[src/rtl/lsu_pkg.sv]
// Shared types and Funct3 decode helpers for the load/store unit.
package lsu_pkg;

  typedef enum logic [1:0] {
    ST_IDLE = 2'd0,
    ST_BUSY = 2'd1,
    ST_DONE = 2'd2
  } lsu_state_e;

  localparam logic [1:0] SZ_BYTE = 2'b00;
  localparam logic [1:0] SZ_HALF = 2'b01;
  localparam logic [1:0] SZ_WORD = 2'b10;

  // Reserved encodings (011, 110, 111) collapse onto the word size.
  function automatic logic [1:0] f3_size(input logic [2:0] f3);
    return (f3[1:0] == 2'b11) ? SZ_WORD : f3[1:0];
  endfunction

  function automatic logic f3_unsigned(input logic [2:0] f3);
    return f3[2] && (f3_size(f3) != SZ_WORD);
  endfunction

endpackage

[src/rtl/lsu_fmt.sv]
// Load formatter: picks the byte/half lane out of the read word and extends it.
module lsu_fmt
  import lsu_pkg::*;
(
  input  logic [2:0]  funct3,
  input  logic [1:0]  byte_off,
  input  logic [31:0] rdata,
  output logic [31:0] data
);

  logic [7:0]  lane_b;
  logic [15:0] lane_h;
  logic        uns;

  always_comb begin
    lane_b = rdata[{byte_off, 3'b000} +: 8];
    lane_h = byte_off[1] ? rdata[31:16] : rdata[15:0];
    uns    = f3_unsigned(funct3);
    case (f3_size(funct3))
      SZ_BYTE: data = {{24{~uns & lane_b[7]}}, lane_b};
      SZ_HALF: data = {{16{~uns & lane_h[15]}}, lane_h};
      default: data = rdata;
    endcase
  end

endmodule

[src/rtl/lsu.sv]
// Load/store unit: one bus access per instruction, IDLE -> BUSY -> DONE.
// Optional bus timeout enabled by defining LSU_TIMEOUT_EN.
//
//   state | meaning
//   IDLE  | waiting for an aligned load/store; latches the request
//   BUSY  | DataReq held with stable bus outputs until DataAck
//   DONE  | one cycle with Stall released; result visible on LoadResult
module lsu
  import lsu_pkg::*;
#(
  parameter int MAX_WAIT = 15
) (
  input  logic        clk,
  input  logic        reset,
  input  logic        LoadEn,
  input  logic        StoreEn,
  input  logic [2:0]  Funct3,
  input  logic [31:0] IEUAdr,
  input  logic [31:0] WriteData,
  output logic [31:0] LoadResult,
  output logic        Stall,
  output logic        Misaligned,
  output logic        BusErr,
  output logic        DataReq,
  output logic        DataWE,
  output logic [31:0] DataAdr,
  output logic [31:0] DataWData,
  output logic [3:0]  DataByteEn,
  input  logic        DataAck,
  input  logic [31:0] DataRData
);

  if (MAX_WAIT < 1) begin : g_bad_max_wait
    $error("MAX_WAIT must be at least 1");
  end

  lsu_state_e  state_q, state_d;
  logic [29:0] adr_q, adr_d;
  logic [31:0] wdata_q, wdata_d;
  logic [3:0]  be_q, be_d;
  logic        we_q, we_d;
  logic [2:0]  funct3_q, funct3_d;
  logic [1:0]  off_q, off_d;
  logic [31:0] load_result_q, load_result_d;
  logic [31:0] fmt_data;

  logic [3:0]  req_be;
  logic [31:0] req_wdata;
  logic        req_mis;

`ifdef LSU_TIMEOUT_EN
  localparam int WaitW = (MAX_WAIT > 1) ? $clog2(MAX_WAIT) : 1;
  logic [WaitW-1:0] wait_q, wait_d;
  logic             bus_err_q, bus_err_d;
`endif

  lsu_fmt u_fmt (
    .funct3   (funct3_q),
    .byte_off (off_q),
    .rdata    (DataRData),
    .data     (fmt_data)
  );

  always_comb begin
    req_be    = 4'b1111;
    req_wdata = WriteData;
    req_mis   = |IEUAdr[1:0];
    case (f3_size(Funct3))
      SZ_BYTE: begin
        req_be    = 4'b0001 << IEUAdr[1:0];
        req_wdata = {4{WriteData[7:0]}};
        req_mis   = 1'b0;
      end
      SZ_HALF: begin
        req_be    = IEUAdr[1] ? 4'b1100 : 4'b0011;
        req_wdata = {2{WriteData[15:0]}};
        req_mis   = IEUAdr[0];
      end
      default: ;
    endcase
  end

  always_comb begin
    state_d       = state_q;
    adr_d         = adr_q;
    wdata_d       = wdata_q;
    be_d          = be_q;
    we_d          = we_q;
    funct3_d      = funct3_q;
    off_d         = off_q;
    load_result_d = load_result_q;
    Stall         = 1'b0;
    Misaligned    = 1'b0;
`ifdef LSU_TIMEOUT_EN
    wait_d        = wait_q;
    bus_err_d     = 1'b0;
`endif
    case (state_q)
      ST_IDLE: begin
        if (!reset && (LoadEn || StoreEn)) begin
          if (req_mis) begin
            Misaligned = 1'b1;
          end else begin
            Stall    = 1'b1;
            state_d  = ST_BUSY;
            adr_d    = IEUAdr[31:2];
            wdata_d  = req_wdata;
            be_d     = req_be;
            we_d     = StoreEn && !LoadEn;
            funct3_d = Funct3;
            off_d    = IEUAdr[1:0];
`ifdef LSU_TIMEOUT_EN
            wait_d   = WaitW'(MAX_WAIT - 1);
`endif
          end
        end
      end
      ST_BUSY: begin
        Stall = 1'b1;
        if (DataAck) begin
          state_d = ST_DONE;
          if (!we_q) load_result_d = fmt_data;
        end
`ifdef LSU_TIMEOUT_EN
        else if (wait_q == '0) begin
          state_d       = ST_DONE;
          load_result_d = '0;
          bus_err_d     = 1'b1;
        end else begin
          wait_d = wait_q - WaitW'(1);
        end
`endif
      end
      ST_DONE: state_d = ST_IDLE;
      default: state_d = ST_IDLE;
    endcase
  end

  always_ff @(posedge clk) begin
    if (reset) begin
      state_q       <= ST_IDLE;
      adr_q         <= '0;
      wdata_q       <= '0;
      be_q          <= '0;
      we_q          <= 1'b0;
      funct3_q      <= '0;
      off_q         <= '0;
      load_result_q <= '0;
`ifdef LSU_TIMEOUT_EN
      wait_q        <= '0;
      bus_err_q     <= 1'b0;
`endif
    end else begin
      state_q       <= state_d;
      adr_q         <= adr_d;
      wdata_q       <= wdata_d;
      be_q          <= be_d;
      we_q          <= we_d;
      funct3_q      <= funct3_d;
      off_q         <= off_d;
      load_result_q <= load_result_d;
`ifdef LSU_TIMEOUT_EN
      wait_q        <= wait_d;
      bus_err_q     <= bus_err_d;
`endif
    end
  end

`ifdef LSU_TIMEOUT_EN
  assign BusErr = bus_err_q;
`else
  assign BusErr = 1'b0;
`endif

  assign DataReq    = (state_q == ST_BUSY);
  assign DataWE     = DataReq && we_q;
  assign DataByteEn = DataReq ? be_q : 4'b0000;
  assign DataAdr    = {adr_q, 2'b00};
  assign DataWData  = wdata_q;
  assign LoadResult = load_result_q;

endmodule

[config.mk]
export PLATFORM = sky130hd
export DESIGN_NAME = lsu
export DESIGN_NICKNAME = d
export VERILOG_FILES = /design/src/rtl/lsu_pkg.sv /design/src/rtl/lsu_fmt.sv /design/src/rtl/lsu.sv
export SDC_FILE = /design/constraint.sdc
export NUM_CORES = 1
export LEC_CHECK = 0
export BUFFER_PORTS_ARGS = -buffer_cell sky130_fd_sc_hd__buf_4
export CAP_MARGIN = 40
export CORE_MARGIN = 1.5
export CORE_UTILIZATION = 44
export CTS_BUF_LIST = sky130_fd_sc_hd__clkbuf_4
export DETAILED_ROUTE_END_ITERATION = 6
export PLACE_DENSITY = 0.78
export SKIP_LAST_GASP = 1
export SLEW_MARGIN = 10
export SYNTH_ARGS = -nofsm -noshare
export SYNTH_HDL_FRONTEND = slang
export SYNTH_SLANG_ARGS = --single-unit
[constraint.sdc]
create_clock -name clk -period 1.6 [get_ports clk]
set_input_delay 0.16 -clock clk [delete_from_list [all_inputs] [get_ports clk]]
set_output_delay 0.16 -clock clk [all_outputs]
set_load 0.005 [all_outputs]
## Word-level counts from Yosys, hierarchy flattened

Index checks and enable logic that the tools add are counted.

- Equal/unequal tests: 9
- Shifts and indexed selects: 2
- Mux-type cells: 19
- Bitwise gates (word level): 5
- Reductions and logical operators: 14

Operators with widths:

| cell | number |
|---|---|
| $pmux 32 s2 | 2 |
| $shiftx 32x6->8 | 1 |
| $mux 16 | 1 |
| $mux 2 | 5 |
| $reduce_and 3->1 | 3 |
| $mux 4 | 2 |
| $pmux 4 s2 | 1 |
| $eq 2x1->1 const B | 3 |
| $logic_not 2->1 | 3 |
| $ne 2x2->1 const B | 3 |
| $mux 1 | 5 |
| $eq 2x2->1 const B | 2 |
| $logic_and 1x1->1 | 4 |
| $pmux 1 s2 | 2 |
| $pmux 2 s2 | 1 |
| $shl 1x2->4 const A | 1 |
| $not 1->1 | 3 |
| $and 1x1->1 | 2 |
| $logic_not 1->1 | 2 |
| $ne 2x1->1 const B | 1 |
| $reduce_or 2->1 | 1 |
| $logic_or 1x1->1 | 1 |

- Flip-flop bits (word level): 106
- Input port bits: 104
- Output and inout bits: 105

## Longest topological paths before layout

Gate-level depths: netlist of the first run.

- Word-level depth: 7
- Gate-level depth with buffers: 7

## Modules after synthesis

Synthesis of the first run repeated with hierarchy kept, for this count alone.

- Cells, all modules: 574
- Area total of the unflattened synthesis: 5376.4 µm²

Modules (own cells, without submodules):

| module | instances | cells each | area an instance (µm²) | seq. area each (µm²) |
|---|---|---|---|---|
| lsu | 1 | 453 | 4663.2 | 2122.0 |
| lsu_fmt | 1 | 121 | 713.2 | 0.0 |

## Worst setup path before layout of the first run

Ideal clock, no wire load.

- Kind: reg-to-reg
- Start: reg off_q[1]
- End: reg load_result_q[22], in the netlist LoadResult[22]
- Library setup time: 143 ps
- Arrival time: 1463 ps
- Required time: 1457 ps
- Path slack: -6 ps
- Cell stages (with the launch flop): 7
- Path buffers: 2
- Clock period less this slack: 1606 ps
- Cells stage by stage: dfxtp_1 -> buf_6 -> mux2_1 -> mux2_4 -> a21boi_4 -> buf_12 -> a211oi_2

- Longest elaborated chain between the ends: 3

RTL lines:

| element | RTL line | RTL |
|---|---|---|
| from (decl) | lsu.sv:43 | `logic [1:0] off_q, off_d;` |
| from (signal assigned) | lsu.sv:147 | `off_q <= '0;` |
| from (signal assigned) | lsu.sv:160 | `off_q <= off_d;` |
| $shiftx 32x6->8 or $mux 16 (tied branches) | lsu_fmt.sv:16, lsu_fmt.sv:17 |  |
| $and 1x1->1, on equally long branches | lsu_fmt.sv:20, lsu_fmt.sv:21 |  |
| $pmux 32 s2 (*) | lsu_fmt.sv:19 | `case (f3_size(funct3))` |
| to (signal assigned) | lsu.sv:161 | `load_result_q <= load_result_d;` |
| to (decl) | lsu.sv:44 | `logic [31:0] load_result_q, load_result_d;` |

Mark *: on every way between the ends. The rest lies on a longest branch, timed or not.
A chain may end at the register's enable or synchronous reset.

## Final worst setup path of the first run

- Start: reg state_q[0]
- End: out Stall

- Longest elaborated chain between the ends: 2

RTL lines:

| element | RTL line | RTL |
|---|---|---|
| from (decl) | lsu.sv:37 | `lsu_state_e state_q, state_d;` |
| from (signal assigned) | lsu.sv:154 | `state_q <= state_d;` |
| $eq 2x1->1 or $logic_not 2->1 (tied branches) | lsu.sv:98 | `case (state_q)` |
| $pmux 1 s2 (*) | lsu.sv:98 |  |
| to (decl) | lsu.sv:21 | `output logic Stall,` |

Marked as above.

==> results.py, run 1 <==
metrics = {
    "final_layout": {
        "final_nets": 972,
        "flow.area_growth_from_synthesis_pct": 67.78,
        "antennaDiodeCount": 0,
        "fin_area_um2": 7948,
        "layout-drive-gt1-share": 0.3666,
    },
    "setup_path": {
        "worst-r2r-setup-slack_ns": -0.08,
        "startpoint_type": "flip-flop",
        "critical_path_peak_fanout": 3,
        "worst_r2r_endpoint": "DataWData[30]",
        "critPathCaptureType": "output pin",
        "r2r_cells": 6,
        "cp_data_arrival_time_ns": 1.54,
        "required_ns": 1.44,
        "timing.setup.critical_path_class": "reg -> out",
        "timing.rr.start": "state_q[0]",
    },
    "grt": {
        "met2_usage_grt": 0.5778,
        "grt_use_met3": 0.06018,
        "grt_pass1_wl_um": 27880,
        "grt_antenna_before_repair": 0,
        "first_global_vias": 5535,
        "gr-max-usage-layer": "met2",
        "grtUsageMet1": 0.3436,
        "global_route.overflow_total": 0,
        "grt_util_all_layers": 0.3106,
        "grt_start_max_net_pins": 64,
    },
    "floorplan": {
        "dieWidth_um": 106.8,
        "placement_rows": 37,
        "fp.dieArea_um2": 11400,
        "chipHeight_um": 106.8,
        "top_level_ports": 209,
        "initial_core_util": 0.4568,
        "core_region_area_um2": 10370,
    },
    "yosys": {
        "synth-seq-cells": 106,
        "netlist.area_leader.share": 0.4480,
        "post_synth.cell_area_avg_um2": 8.311,
        "yosys-top-cells-area": "sky130_fd_sc_hd__dfxtp_1, sky130_fd_sc_hd__nand2_1, sky130_fd_sc_hd__a21oi_1",
        "synthCells": 570,
        "yosysTopAreaCell": "sky130_fd_sc_hd__dfxtp_1",
        "synth.yosys.warnings": 0,
        "synth.cell_area_um2": 4737,
        "synthFlopType": "sky130_fd_sc_hd__dfxtp_1",
        "synth_enable_flop_cells": 0,
        "netlist-cell-type-count": 45,
        "synth_seq_area_share": 0.4480,
        "async_set_or_reset_register_ratio_after_synthesis": 0,
    },
    "placement": {
        "post-place-ws_ns": -0.07718,
        "place_hpwl_um": 10810,
        "port_buffers": 205,
        "dpl-instance-area_um2": 6571,
        "place_congestion": 0.9065,
    },
    "timing": {
        "hold_viol": 0,
        "postLayoutSetupSlackWorst_ns": -0.1035,
        "timing.setup.tns_ns": -1.094,
        "maximum_clock_rate_ghz": 0.5870,
        "finalWorstPathRequiredPeriod_ns": 1.703,
        "final_max_slew_viol_count": 0,
        "grt_setup_unrepaired": "yes",
        "setup_viol": 39,
        "worst_clk_skew_ns": 0.02758,
        "finalCritPeriodShare": 1.065,
    },
    "worst_hold_path": {
        "hp-class": "in -> reg",
        "hold_path.startpoint": "DataRData[29]",
        "worstHoldPathCells": 3,
        "hold-path-endpoint": "LoadResult[29]",
    },
    "clocking": {
        "clk_pin_slew_ns": 0.18,
        "clkSinkCount": 106,
        "worst_skew_pair.late_latency_ns": 0.47,
        "cts-buffers-inserted": 9,
        "tritoncts": "done",
        "cts_root_buffer": "sky130_fd_sc_hd__clkbuf_4",
        "cts-root-to-sink-buffers": 2,
        "htree_levels": 3,
    },
    "pwr": {
        "ir_worst_vdd_uv": 523.5,
        "leakage_power_summed_over_all_cells_nw": 3.304,
        "p_per_area_nw_per_um2": 734.8,
        "power_mw": 5.840,
    },
    "detailed_routing": {
        "routed_wl_um": 18020,
        "routed_wire_length_per_instance_um": 17.86,
        "detail_route.iter0.violations": 365,
        "num_vias": 5571,
        "detail_route_antenna_nets": 0,
        "dr_pass1_iterations": 7,
        "drc": 0,
        "vias_per_cell": 5.521,
    },
    "outcome": {
        "outcome": "complete, but fails checks",
        "violations": "setup timing",
    },
    "flow_run": {
        "maxCapViolations": 0,
    },
}
## how the worst max path moves through the flow
stage | end | start | slack (ns)
3_5_place_dp | DataWData[15] | state_q[1] | -0.08
4_1_cts | Stall | state_q[0] | -0.09
5_1_grt | Stall | state_q[0] | -0.15
3_3_place_gp | LoadResult[30] | off_q[1] | 0.03
6_report | Stall | state_q[0] | -0.10
2_1_floorplan | LoadResult[22] | off_q[1] | 0.01
## routing by layer
layer	wire length, um	vias to the layer above
met1	6621	2626
met3	1382	51
met4	607	0
met5	0	-
met2	9412	305
li1	-	2589
## cell type report
class	count	area [um^2]
timing repair buffer	334	2964
multi-input combinational	411	2502
fill	679	2422
sequential	106	2132
tap	136	170.2
clock inverter	6	81.33
clock buffer	10	75.07
inverter	6	22.52
## flip-flops by register name (all words and copies together), names as in the netlist
signal,count
DataWData,32
LoadResult,32
adr_q,30
be_q,4
funct3_q,3
off_q,2
state_q,2
we_q,1
## timing repair
item,CTS,global route
cloned,6,0
hold buffers,83,0
setup buffers,8,2
pin swaps,6,7
endpoints found under the hold margin,84,0
gates resized for setup,10,25
setup endpoints to repair,43,104
## critical path: stages, from the launching register on
cell                        delay (ns)
sky130_fd_sc_hd__dfxtp_2          0.38
sky130_fd_sc_hd__nor3_4           0.29
sky130_fd_sc_hd__o2111ai_4        0.18
sky130_fd_sc_hd__nand2b_1         0.12
sky130_fd_sc_hd__buf_4            0.12
## cells by family after synthesis
kind of cell / after synthesis / synth area share
AOI/OAI and AO/OA: 138 / 0.2087
buffers and inverters: 56 / 0.05758
DFF: 106 / 0.4480
muxes: 28 / 0.06339
other: 1 / 0.0007916
and+or+nand+nor: 241 / 0.2216
## layout by cell type (no fill, tap or decap), drive strengths merged, types with 2 or more instances in the layout
cell type      n
nor3           3
inv            7
nand2b         5
dlygate4sd3   83
clkbuf        10
nand3         21
clkinv         4
a311oi        18
conb           3
o21ai          9
a21oi         56
buf          250
and2           5
dfxtp        106
a221o          7
nor2          42
nand2        145
o2111a         2
mux2i         18
nand3b         9
mux2          10
o31ai          3
or2            3
o211ai         8
a211oi        33
## cells in the mapped netlist, types with 2 or more instances
master	count
sky130_fd_sc_hd__mux2_4	2
sky130_fd_sc_hd__o21ai_0	9
sky130_fd_sc_hd__mux2_2	7
sky130_fd_sc_hd__nand2_1	145
sky130_fd_sc_hd__dfxtp_1	106
sky130_fd_sc_hd__buf_2	19
sky130_fd_sc_hd__and2_1	5
sky130_fd_sc_hd__or2_2	3
sky130_fd_sc_hd__nand3_1	21
sky130_fd_sc_hd__a211oi_1	23
sky130_fd_sc_hd__inv_1	4
sky130_fd_sc_hd__a221o_1	7
sky130_fd_sc_hd__clkinv_1	2
sky130_fd_sc_hd__mux2i_1	18
sky130_fd_sc_hd__a21oi_1	55
sky130_fd_sc_hd__a311oi_1	18
sky130_fd_sc_hd__nor2_1	41
sky130_fd_sc_hd__a211oi_2	10
sky130_fd_sc_hd__clkbuf_1	24
sky130_fd_sc_hd__o211ai_1	8
sky130_fd_sc_hd__nor3_1	2
sky130_fd_sc_hd__buf_4	4
sky130_fd_sc_hd__nand3b_1	9
sky130_fd_sc_hd__nand2b_1	5
sky130_fd_sc_hd__o31ai_1	3
## power by group
group          leakage, nW  internal [mW]  switching (mW)
clock network       0.0865          0.534           0.999
logic                 2.35          0.791           0.648
registers            0.866           2.78          0.0910
## metrics by stage
step | hold WS (ns) | util | std cells
2_1_floorplan | 0.2685 | - | 572
3_3_place_gp | 0.3657 | 0.6337 | 894
3_5_place_dp | 0.3686 | 0.6337 | 894
4_1_cts | 0.0004690 | 0.7546 | 1007
5_1_grt | 0.006776 | 0.7664 | 1009
6_report | 0.01572 | 0.7664 | 1009
Note: power is estimated with default switching activity, not from simulation.
==> inputs of run 2 (changes only) <==
--- a/config.mk
+++ b/config.mk
@@ -7,10 +7,11 @@
 export LEC_CHECK = 0
 export BUFFER_PORTS_ARGS = -buffer_cell sky130_fd_sc_hd__buf_4
 export CAP_MARGIN = 40
-export CORE_MARGIN = 1.5
+export CORE_MARGIN = 3
 export CORE_UTILIZATION = 44
 export CTS_BUF_LIST = sky130_fd_sc_hd__clkbuf_4
 export DETAILED_ROUTE_END_ITERATION = 6
+export HOLD_SLACK_MARGIN = 0.08
 export PLACE_DENSITY = 0.78
 export SKIP_LAST_GASP = 1
 export SLEW_MARGIN = 10
==> results.py, run 2 (same netlist as run 1, synthesis figures left out) <==
metrics = {
    "outcome": {
        "violations": "DRC, setup timing",
        "outcome": "complete, but fails checks",
    },
    "final_layout": {
        "antennaDiodeCount": 0,
        "flow.area_growth_from_synthesis_pct": 73.72,
        "final_nets": 989,
        "mostFrequentLayoutCells": "sky130_fd_sc_hd__buf_4, sky130_fd_sc_hd__nand2_1, sky130_fd_sc_hd__dfxtp_1, sky130_fd_sc_hd__dlygate4sd3_1, sky130_fd_sc_hd__a21oi_1",
        "commonest_non_fill_non_tap_cell_in_the_layout": "sky130_fd_sc_hd__buf_4",
        "layout-drive-gt1-share": 0.3787,
    },
    "clocking": {
        "cts-buffers-inserted": 9,
        "tritoncts": "done",
        "cts-root-to-sink-buffers": 2,
        "clk_pin_slew_ns": 0.19,
        "worst_skew_pair.late_latency_ns": 0.48,
        "htree_levels": 3,
        "cts_root_buffer": "sky130_fd_sc_hd__clkbuf_4",
        "clkSinkCount": 106,
    },
    "pwr": {
        "p_per_area_nw_per_um2": 704.6,
        "ir_worst_vdd_uv": 428.4,
        "leakage_power_summed_over_all_cells_nw": 3.396,
    },
    "timing": {
        "fin_worst_hold_slack_ns": 0.1030,
        "finalWorstPathRequiredPeriod_ns": 1.737,
        "maximum_clock_rate_ghz": 0.5755,
        "slew_headroom": 0.6360,
        "hold_viol": 0,
        "postLayoutSetupSlackWorst_ns": -0.1375,
        "worst_clk_skew_ns": 0.01493,
        "final_max_slew_viol_count": 0,
        "finalCritPeriodShare": 1.086,
        "tightest_slew_ns": 0.5426,
        "setup_viol": 52,
        "grt_setup_unrepaired": "yes",
    },
    "grt": {
        "grt_util_all_layers": 0.2817,
        "grtUsageMet1": 0.3107,
        "grt_use_met3": 0.07457,
        "global_route.overflow_total": 0,
        "grt_start_max_net_pins": 46,
        "first_global_vias": 5581,
        "grt_antenna_before_repair": 0,
        "gr-max-usage-layer": "met2",
        "grt_pass1_wl_um": 26920,
        "met2_usage_grt": 0.5057,
    },
    "floorplan": {
        "chipHeight_um": 109.8,
        "dieWidth_um": 109.8,
        "fp.dieArea_um2": 12050,
        "placement_rows": 37,
        "top_level_ports": 209,
        "initial_core_util": 0.4548,
        "core_region_area_um2": 10420,
    },
    "setup_path": {
        "critical-path-top-delay-family": "compound AO/OA/AOI/OAI gates",
        "critPathCaptureType": "flip-flop",
        "timing.rr.start": "state_q[0]",
        "timing.setup.critical_path_class": "reg -> reg",
        "required_ns": 2.00,
        "r2r_cells": 7,
        "cp_slowest_cell": "sky130_fd_sc_hd__dfxtp_4",
        "startpoint_type": "flip-flop",
        "worst_r2r_endpoint": "DataWData[29]",
        "worst-r2r-setup-slack_ns": -0.14,
        "crit_buf_inv": 3,
        "crit_cells": 7,
        "cp_data_arrival_time_ns": 2.14,
        "critical_path.cell_chain": "nor3_4 -> buf_4 -> o2111a_2 -> buf_12 -> buf_16 -> o211ai_1 -> a21oi_1",
        "critical_path_peak_fanout": 5,
        "worst_path_largest_cell_delay_ns": 0.39,
    },
    "placement": {
        "place_hpwl_um": 11150,
        "post-place-ws_ns": -0.04066,
        "port_buffers": 205,
        "place_congestion": 0.8385,
    },
    "detailed_routing": {
        "detail_route.iter0.violations": 574,
        "num_vias": 5816,
        "routed_wl_um": 19990,
        "detail_route_antenna_nets": 0,
        "vias_per_cell": 5.669,
        "routed_wire_length_per_instance_um": 19.48,
        "dr_pass1_iterations": 7,
        "drc": 5,
    },
    "worst_hold_path": {
        "hold-path-endpoint": "be_q[1]",
        "worstHoldPathCells": 3,
        "hp-class": "in -> reg",
        "hold_path.startpoint": "Funct3[0]",
    },
    "flow_run": {
        "maxCapViolations": 0,
    },
}
## run 2: area by class of cell
type                            instances  area [um^2]
Fill cell                             590         2187
Clock inverter                          7        63.81
Tap cell                              136        170.2
Multi-Input combinational cell        410         2557
Sequential cell                       106         2131
Clock buffer                            9        67.56
Timing Repair Buffer                  352         3217
Inverter                                6        22.52
## run 2: per-layer routing
layer,share of wire,vias to the layer above
met2,0.50,382
met3,0.091,89
li1,-,2608
met4,0.046,0
met1,0.36,2737
met5,0,-
## run 2: worst max path at each step
stage                     from              to
floorplan             off_q[1]  LoadResult[22]
CTS                 state_q[0]      Misaligned
detailed placement    off_q[0]   LoadResult[6]
finish              state_q[0]   DataWData[29]
global placement      off_q[0]   LoadResult[6]
global route        state_q[0]   DataWData[29]
## run 2: worst min-delay path: stages
cell and delay (ns):
sky130_fd_sc_hd__buf_4 0.15, sky130_fd_sc_hd__o21ai_0 0.16, sky130_fd_sc_hd__a311oi_1 0.09
## run 2: power by group
| group | internal [mW] | switching, mW |
|---|---|---|
| Clock | 0.354 | 1.01 |
| Sequential | 2.78 | 0.0969 |
| Combinational | 0.853 | 0.707 |
| Total | 3.98 | 1.81 |
## run 2: what timing repair did
action	in CTS	in global routing
gates cloned	3	11
hold buffers	95	0
buffers inserted	6	6
endpoints found under the hold margin	98	0
endpoints found under the setup margin	16	100
pin swaps	1	20
resized for setup	12	59
## run 2: per-stage QoR
stage           TNS, ns  cell area, um^2  power [mW]    util  cells
3_5_place_dp   -0.06620             6471       3.993  0.6213    890
5_1_grt          -5.553             8229       6.010  0.7900   1026
3_3_place_gp          0             6471       3.960  0.6213    890
4_1_cts         -0.7044             7746       5.547  0.7437   1010
2_1_floorplan         0             4745       3.413       -    572
6_report         -2.124             8229       5.798  0.7900   1026
==> inputs of run 3 (changes only) <==
--- a/config.mk
+++ b/config.mk
@@ -7,14 +7,14 @@
 export LEC_CHECK = 0
 export BUFFER_PORTS_ARGS = -buffer_cell sky130_fd_sc_hd__buf_4
 export CAP_MARGIN = 40
-export CORE_MARGIN = 3
 export CORE_UTILIZATION = 44
 export CTS_BUF_LIST = sky130_fd_sc_hd__clkbuf_4
+export CTS_CLUSTER_SIZE = 24
 export DETAILED_ROUTE_END_ITERATION = 6
 export HOLD_SLACK_MARGIN = 0.08
 export PLACE_DENSITY = 0.78
 export SKIP_LAST_GASP = 1
-export SLEW_MARGIN = 10
+export SLEW_MARGIN = 5
 export SYNTH_ARGS = -nofsm -noshare
 export SYNTH_HDL_FRONTEND = slang
 export SYNTH_SLANG_ARGS = --single-unit
==> results.py, run 3 (same netlist as run 1, synthesis figures left out) <==
metrics = {
    "timing": {
        "final_max_slew_viol_count": 0,
        "maximum_clock_rate_ghz": 0.5550,
        "slew_headroom": 0.4327,
        "postLayoutSetupSlackWorst_ns": -0.2017,
        "worst_clk_skew_ns": 0.01909,
        "tightest_slew_ns": 0.8510,
        "grt_setup_unrepaired": "yes",
        "finalCritPeriodShare": 1.126,
        "finalWorstPathRequiredPeriod_ns": 1.802,
        "setup_viol": 39,
        "hold_viol": 0,
    },
    "setup_path": {
        "worst_r2r_endpoint": "LoadResult[14]",
        "endpoint": "Stall",
        "timing.setup.critical_path_class": "reg -> out",
        "r2r_cells": 6,
        "critical_path_peak_fanout": 2,
        "cp_data_arrival_time_ns": 1.64,
        "setup.worst_path.start": "state_q[1]",
        "critPathCaptureType": "output pin",
        "timing.rr.start": "state_q[1]",
        "required_ns": 1.44,
        "startpoint_type": "flip-flop",
        "worst-r2r-setup-slack_ns": -0.12,
    },
    "clocking": {
        "clkSinkCount": 106,
        "cts_root_buffer": "sky130_fd_sc_hd__clkbuf_4",
        "cts-root-to-sink-buffers": 2,
        "tritoncts": "done",
        "clk_pin_slew_ns": 0.18,
        "cts-buffers-inserted": 9,
        "worst_skew_pair.late_latency_ns": 0.47,
        "htree_levels": 3,
    },
    "final_layout": {
        "layout-drive-gt1-share": 0.3764,
        "utilization": 0.7794,
        "flow.area_growth_from_synthesis_pct": 70.63,
        "commonest_non_fill_non_tap_cell_in_the_layout": "sky130_fd_sc_hd__buf_4",
        "final_nets": 989,
        "mostFrequentLayoutCells": "sky130_fd_sc_hd__buf_4, sky130_fd_sc_hd__nand2_1, sky130_fd_sc_hd__dfxtp_1, sky130_fd_sc_hd__dlygate4sd3_1, sky130_fd_sc_hd__a21oi_1",
        "layout.filler_cells": 662,
        "antennaDiodeCount": 0,
    },
    "detailed_routing": {
        "drc": 0,
        "vias_per_cell": 5.591,
        "num_vias": 5736,
        "detail_route_antenna_nets": 0,
        "detail_route.iter0.violations": 409,
        "dr_pass1_iterations": 5,
        "routed_wire_length_per_instance_um": 18.19,
        "routed_wl_um": 18670,
    },
    "grt": {
        "global_route.overflow_total": 0,
        "grt_antenna_before_repair": 0,
        "first_global_vias": 5656,
        "grt_util_all_layers": 0.3039,
        "grt_start_max_net_pins": 64,
        "grt_pass1_wl_um": 26740,
    },
    "placement": {
        "post-place-ws_ns": -0.04619,
        "place_hpwl_um": 10960,
        "place_congestion": 0.8635,
        "port_buffers": 205,
    },
    "pwr": {
        "leakage_power_summed_over_all_cells_nw": 3.365,
        "ir_worst_vdd_uv": 760.3,
        "p_per_area_nw_per_um2": 720.4,
        "power_mw": 5.822,
    },
    "floorplan": {
        "core_region_area_um2": 10370,
        "top_level_ports": 209,
        "placement_rows": 37,
        "initial_core_util": 0.4568,
        "chipHeight_um": 105.8,
        "fp.dieArea_um2": 11190,
        "dieWidth_um": 105.8,
    },
    "worst_hold_path": {
        "hp-class": "in -> reg",
    },
    "flow_run": {
        "maxCapViolations": 0,
    },
    "outcome": {
        "violations": "setup timing",
        "outcome": "complete, but fails checks",
    },
}
## run 3: cell types whose count changed in the layout (fill, tap and decap cells not counted), sizes merged
cell / before / now
buf: 248 / 255
clkinv: 6 / 5
dlygate4sd3: 95 / 94
clkbuf: 18 / 12
bufinv: 0 / 1
## run 3: layer usage
metal | up-vias | share of wire | track usage
li1 | 2612 | - | -
met1 | 2702 | 0.36 | 0.3180
met2 | 342 | 0.51 | 0.5490
met3 | 80 | 0.080 | 0.07545
met4 | 0 | 0.047 | 0.1766
met5 | - | 0 | 0
## run 3: stage by stage
| step | std cells | area [um^2] | hold slack [ns] | TNS [ns] |
|---|---|---|---|---|
| floorplan | 572 | 4745 | 0.2685 | 0 |
| global placement | 892 | 6486 | 0.3709 | 0 |
| detailed placement | 892 | 6486 | 0.3785 | -0.2646 |
| CTS | 1010 | 7765 | 0.09164 | -2.186 |
| global route | 1026 | 8083 | 0.1106 | -6.805 |
| finish | 1026 | 8083 | 0.1273 | -2.923 |
## run 3: final cells by class
class	count	area [um^2]	share of cell area
inverters	6	22.52	0.002786
multi-input cells	410	2555	0.3161
repair buffers	352	3054	0.3779
well taps	136	170.2	0.02105
flip-flops and latches	106	2127	0.2632
clock inverters	7	86.33	0.01068
clock buffers	9	67.56	0.008359
## run 3: power by group
group,internal (mW),total (mW),switching (mW)
logic,0.793,1.47,0.679
clock network,0.508,1.49,0.979
registers,2.78,2.86,0.0871
total,4.08,5.82,1.74
## run 3: critical path, stage by stage, from the launching register on
cell                        delay [ns]
sky130_fd_sc_hd__dfxtp_4          0.39
sky130_fd_sc_hd__nor3_4           0.23
sky130_fd_sc_hd__buf_6            0.14
sky130_fd_sc_hd__o2111ai_4        0.10
sky130_fd_sc_hd__buf_6            0.16
sky130_fd_sc_hd__nand2b_4         0.06
sky130_fd_sc_hd__buf_6            0.08
## run 3: worst min-delay path by stage
| stage | from | to | slack [ns] | cells past startpoint |
|---|---|---|---|---|
| after detailed placement | Funct3[2] | funct3_q[2] | 0.38 | 3 |
| final | DataRData[12] | LoadResult[12] | 0.13 | 4 |
| after global placement | Funct3[2] | funct3_q[2] | 0.37 | 3 |
| after global routing | DataRData[11] | LoadResult[11] | 0.11 | 4 |
| after floorplan | Funct3[2] | funct3_q[2] | 0.27 | 2 |
| after CTS | Funct3[1] | be_q[0] | 0.09 | 3 |
## run 3: timing repair
item                                    CTS  global route
pin swaps                                 5            20
buffers inserted                          7            11
hold buffers                             93             1
endpoints found under the hold margin    95             1
gates cloned                              2             4
resized for setup                        28            34
endpoints found under the setup margin   49            57
